===== config.mk =====
export PLATFORM = sky130hd
export DESIGN_NAME = siso_seq_ctrl
export DESIGN_NICKNAME = d
export VERILOG_FILES = /design/src/rtl/siso_seq_ctrl.sv
export SDC_FILE = /design/constraint.sdc
export NUM_CORES = 1
export LEC_CHECK = 0
export ABC_AREA = 1
export BUFFER_PORTS_ARGS = -buffer_cell sky130_fd_sc_hd__buf_4
export CORE_UTILIZATION = 25
export DETAILED_ROUTE_END_ITERATION = 10
export PLACE_DENSITY_LB_ADDON = 0.05
export SETUP_SLACK_MARGIN = 0.2
export SLEW_MARGIN = 15
export SYNTH_ARGS = -nofsm -noshare
export SYNTH_HDL_FRONTEND = slang
export SYNTH_SLANG_ARGS = --single-unit

===== constraint.sdc =====
create_clock -name clk -period 1.1 [get_ports clk]
set_clock_uncertainty 0.05 [all_clocks]
set_input_delay 0.275 -clock clk [delete_from_list [all_inputs] [get_ports clk]]
set_output_delay 0.275 -clock clk [all_outputs]
set_load 0.05 [all_outputs]

===== src/rtl/siso_seq_ctrl.sv =====
// siso_seq_ctrl: valid/ready sequencer that drives an external DEPTH-stage SISO chain MSB-first
// and reassembles the returning word. Define SISO_LOOPCHK_EN for the sticky loopback compare on err.
module siso_seq_ctrl #(
  parameter int WIDTH = 4,
  parameter int DEPTH = 4
) (
  input  logic             clk,
  input  logic             rs,
  input  logic             in_valid,
  output logic             in_ready,
  input  logic [WIDTH-1:0] in_data,
  output logic             sr_si,
  input  logic             sr_so,
  output logic             out_valid,
  input  logic             out_ready,
  output logic [WIDTH-1:0] out_data,
  output logic             busy,
  output logic             err
);

  localparam int CW = $clog2(WIDTH + DEPTH + 2);
  localparam logic [CW-1:0] SEND_END  = CW'(WIDTH);
  localparam logic [CW-1:0] WAIT_END  = CW'(DEPTH);
  localparam logic [CW-1:0] CAP_FIRST = CW'(DEPTH + 1);
  localparam logic [CW-1:0] LAST      = CW'(DEPTH + WIDTH);

  typedef enum logic [2:0] {IDLE, SEND, WAIT, CAPT, DONE} state_t;

  state_t           state, state_next;
  logic [CW-1:0]    cnt;
  logic [WIDTH-1:0] tx_sh, rx_reg, rx_next;
  logic             accept, capture, done_entry;

  // NOTE: registered state always uses non-blocking assignments so every flop samples pre-edge values.
  always_ff @(posedge clk) begin
    if (!rs) state <= IDLE;
    else     state <= state_next;
  end

  // cnt holds the edge index n since the accept edge; the label chosen here names the coming cycle.
  always_comb begin
    // NOTE: every output gets a default first so no path through the case can infer a latch.
    state_next = state;
    in_ready   = 1'b0;
    busy       = 1'b0;
    unique case (state)
      IDLE: begin
        in_ready = 1'b1;
        if (in_valid) state_next = SEND;
      end
      SEND, WAIT, CAPT: begin
        busy = 1'b1;
        if (cnt == LAST)          state_next = DONE;
        else if (cnt < SEND_END)  state_next = SEND;
        else if (cnt >= WAIT_END) state_next = CAPT;
        else                      state_next = WAIT;
      end
      DONE: if (out_ready) state_next = IDLE;
      default: state_next = IDLE;
    endcase
  end

  assign accept     = in_ready && in_valid;
  assign capture    = busy && (cnt >= CAP_FIRST);
  assign done_entry = busy && (cnt == LAST);
  assign rx_next    = (rx_reg << 1) | WIDTH'(sr_so);

  // tx_sh empties after WIDTH shifts, which gives the trailing zeros that flush the chain.
  always_ff @(posedge clk) begin
    if (!rs) begin
      cnt       <= '0;
      tx_sh     <= '0;
      rx_reg    <= '0;
      sr_si     <= 1'b0;
      out_valid <= 1'b0;
      out_data  <= '0;
    end else begin
      sr_si <= 1'b0;
      if (accept) begin
        cnt    <= CW'(1);
        tx_sh  <= in_data << 1;
        sr_si  <= in_data[WIDTH-1];
        rx_reg <= '0;
      end
      if (busy) begin
        cnt   <= cnt + CW'(1);
        sr_si <= tx_sh[WIDTH-1];
        tx_sh <= tx_sh << 1;
      end
      if (capture) rx_reg <= rx_next;
      if (done_entry) begin
        out_data  <= rx_next;
        out_valid <= 1'b1;
      end
      if (state == DONE && out_ready) out_valid <= 1'b0;
    end
  end

`ifdef SISO_LOOPCHK_EN
  logic [WIDTH-1:0] tx_reg;

  // The compare sees the final sample through rx_next, on the same edge that loads out_data.
  always_ff @(posedge clk) begin
    if (!rs) begin
      tx_reg <= '0;
      err    <= 1'b0;
    end else begin
      if (accept) tx_reg <= in_data;
      if (done_entry && (rx_next != tx_reg)) err <= 1'b1;
    end
  end
`else
  assign err = 1'b0;
`endif

endmodule


==> summary.md <==
| Metric | Value |
|---|---|
| Status | `complete, but fails checks` |
| Failing checks | `negative setup slack` |
| Post-synth net total | `131` |
| Crit path launch type | `register` |
| Clk root buf | `clkbuf_4` |
| Clock power frac | `0.241` |
| Buffers on Ports | `16` |
| Leak pwr | `0.6437 nW` |
| Cell total after placement | `196` |
| Post-synth top cells | `nand2_1 (23), dfxtp_1 (19), nor2_1 (17)` |
| Critical path data required time | `0.77 ns` |
| Die H | `61.65 um` |
| Avg Cell Area, Syn | `7.476 um^2` |
| Layout Area Growth over Synthesis | `71.59%` |
| # DRC | `0` |
| Crit path kind | `register to primary output` |
| Crit share post-route | `1.312` |
| Vias in the first global route | `864` |
| Max FO, Critical Path | `3` |
| Largest cells by area after synthesis | `dfxtp_1 (43%), nand2_1 (9.7%), nor2_1 (7.2%)` |
| Core area | `3363 um^2` |
| Worst-case reg-to-reg path depth | `9` |
| Hpwl dp | `1615 um` |
| Final Setup Violations | `24` |
| Ys async rst share | `0` |
| Register bit total from synthesis | `19` |
| Initial antenna violation count | `0` |
| Yosys top cell area share | `0.4276` |
| Non-Filler Instances | `211` |
| Starting DRT DRC Count | `15` |
| First-pass iteration count of the detailed router | `3` |
| Die Footprint | `3801 um^2` |
| Total wire length | `2280 um` |
| GPL Wtd Cong | `0.7125` |
| DR vias/cell | `4.251` |
| Sequential share of power | `0.490` |
| Share of layout cells above drive strength 1 | `0.6182` |
| TritonCTS clock tree | `done` |
| Hold-critical path depth | `3` |
| Mapped Cells | `119` |
| Sw Ratio | `0.2981` |
| Sw power | `0.0004421 W` |
| Hold_buf cts | `0` |
| FP Rows | `21` |
| Buffer depth of the longest clock path | `2` |
| Top_reg_cell synth | `dfxtp_1` |
| CTS H-tree depth | `1` |
| Register area share after synthesis | `0.4276` |
| Hold Fails Final Rpt | `0` |
| Fmax | `0.6926 GHz` |
| Starting density of the core | `0.2645` |
| Post-synth top area cell | `dfxtp_1` |
| Filler cell count | `357` |
| Synth Warn # | `0` |
| IO Pins | `18` |
| CTS Buf Count | `3` |
| Multi-input logic area | `576.8 um^2` |
| Unique masters post-synth | `19` |
| Critical path endpoint category | `primary output` |
| Ant diodes | `0` |
| Clock Sinks | `19` |
| CTS clock-pin slew for the worst setup and hold paths | `0.10 ns` |
| RSZ-0062 raised after global routing | `true` |
| R2R Path End | `tx_sh[2]` |
| Die X | `61.65 um` |
| Tmin final | `1.444 ns` |
| Wirelength per Cell | `10.81 um` |
| Largest regs | `cnt (4), out_data (4)` |
| WP data arrival | `1.12 ns` |
| Worst hold path class | `input pin to register` |
| Design Power | `0.001483 W` |
| Global Route Usage Sum | `0.1392` |
| Clk_lat worst skew | `0.30 ns` |
| Combinational Power Share | `0.269` |
| Detailed-route via count | `897` |
| GRT overflow | `0` |
| Setup slack, reg-to-reg | `-0.24 ns` |
| Final nets | `178` |
| Dominant cell by count in the synthesized netlist | `nand2_1` |
| Detail Route Antenna Nets | `0` |
| Hold EP | `sr_si` |
| Worst min-delay path startpoint | `in_data[3]` |
| Internal power | `0.001041 W` |
| Reg area | `395.4 um^2` |
| Max cap viols | `0` |
| RR Startpoint | `state[0]` |
| Post-Syn Area | `889.6 um^2` |
| Pins Over Slew Limit | `0` |
| First-pass GRT wire length | `3746 um` |
| Post-synth EDFFs | `0` |
| Pwr dens | `971.5 nW/um^2` |
| Final worst slack | `-0.3437 ns` |
| Largest net degree at the start of global routing | `11` |
| VDD IR-drop max | `0.0005890 V` |
==> worst max-delay path by stage <==
stage | start | end | slack [ns]
finish | state[0] | in_ready | -0.34
global route | state[0] | in_ready | -0.41
CTS | state[1] | in_ready | -0.37
detailed placement | state[1] | out_data[0] | -0.12
global placement | state[1] | busy | -0.09
floorplan | state[2] | rx_reg[0] | -0.13
==> what timing repair did <==
action | 4_1_cts | 5_1_grt
pin swaps | 13 | 18
buffers inserted | 7 | 4
endpoints found under the setup margin | 27 | 27
resized for setup | 22 | 29
hold endpoints to repair | 0 | 0
==> logic make-up (layout without fill, tap and decap cells) <==
family,count (synthesis),in the layout,share of synthesized area
buffers and inverters,17,63,0.08579
adder cells (fa/ha/maj),3,3,0.04220
AND/OR/NAND/NOR,61,61,0.3389
flip-flops,19,19,0.4276
AO/OA/AOI/OAI,18,18,0.1013
other,1,1,0.004215
==> cell usage in the layout (no fill, tap or decap), types with 4 or more instances in the layout <==
| cell | count |
|---|---|
| nor2_4 | 7 |
| nand2_2 | 6 |
| dfxtp_1 | 7 |
| a21oi_1 | 5 |
| a21oi_2 | 6 |
| dfxtp_2 | 12 |
| buf_6 | 7 |
| buf_8 | 6 |
| nand3_2 | 4 |
| nand2_1 | 17 |
| inv_1 | 7 |
| nor2_1 | 13 |
| buf_4 | 32 |
==> area by class of cell <==
cell class,instances,share of cell area
flip-flops and latches,19,0.2590
well taps,46,0.03771
inverters,14,0.04016
repair buffers,45,0.2680
clock buffers,4,0.01721
multi-input cells,83,0.3779
==> critical path: stages, from the launching register on <==
cell and delay, ns:
dfxtp_2 0.35, nor2_4 0.17, nand2_4 0.07, clkinvlp_4 0.09, buf_8 0.14
==> per-layer routing <==
| layer | part of all wire | vias up | GRT usage | wire length, um |
|---|---|---|---|---|
| met2 | 0.47 | 13 | 0.2135 | 1076 |
| met3 | 0.027 | 5 | 0.02521 | 62 |
| met5 | 0 | - | 0 | 0 |
| met1 | 0.48 | 410 | 0.1881 | 1089 |
| li1 | - | 469 | - | - |
| met4 | 0.023 | 0 | 0.06667 | 53 |
==> power by group through the flow <==
stage,Sequential (W),Combinational [W],Clock (W)
final,0.000727,0.000398,0.000357
after global routing,0.000732,0.000430,0.000404
after CTS,0.000727,0.000356,0.000382
after detailed placement,0.000743,0.000302,0
after global placement,0.000743,0.000299,0
after floorplan,0.000750,0.000192,0
==> stage by stage <==
| stage | TNS [ns] | util | hold WS [ns] | area (um^2) | setup WS [ns] |
|---|---|---|---|---|---|
| floorplan | -0.5842 | - | 0.3598 | 952.2 | -0.1340 |
| global placement | -0.6743 | 0.3664 | 0.4073 | 1232 | -0.08766 |
| detailed placement | -0.9747 | 0.3664 | 0.4039 | 1232 | -0.1226 |
| CTS | -2.292 | 0.4111 | 0.1533 | 1383 | -0.3656 |
| global route | -4.596 | 0.4539 | 0.1492 | 1526 | -0.4085 |
| finish | -2.863 | 0.4539 | 0.1598 | 1526 | -0.3437 |
(Power assumes the default switching activity.)
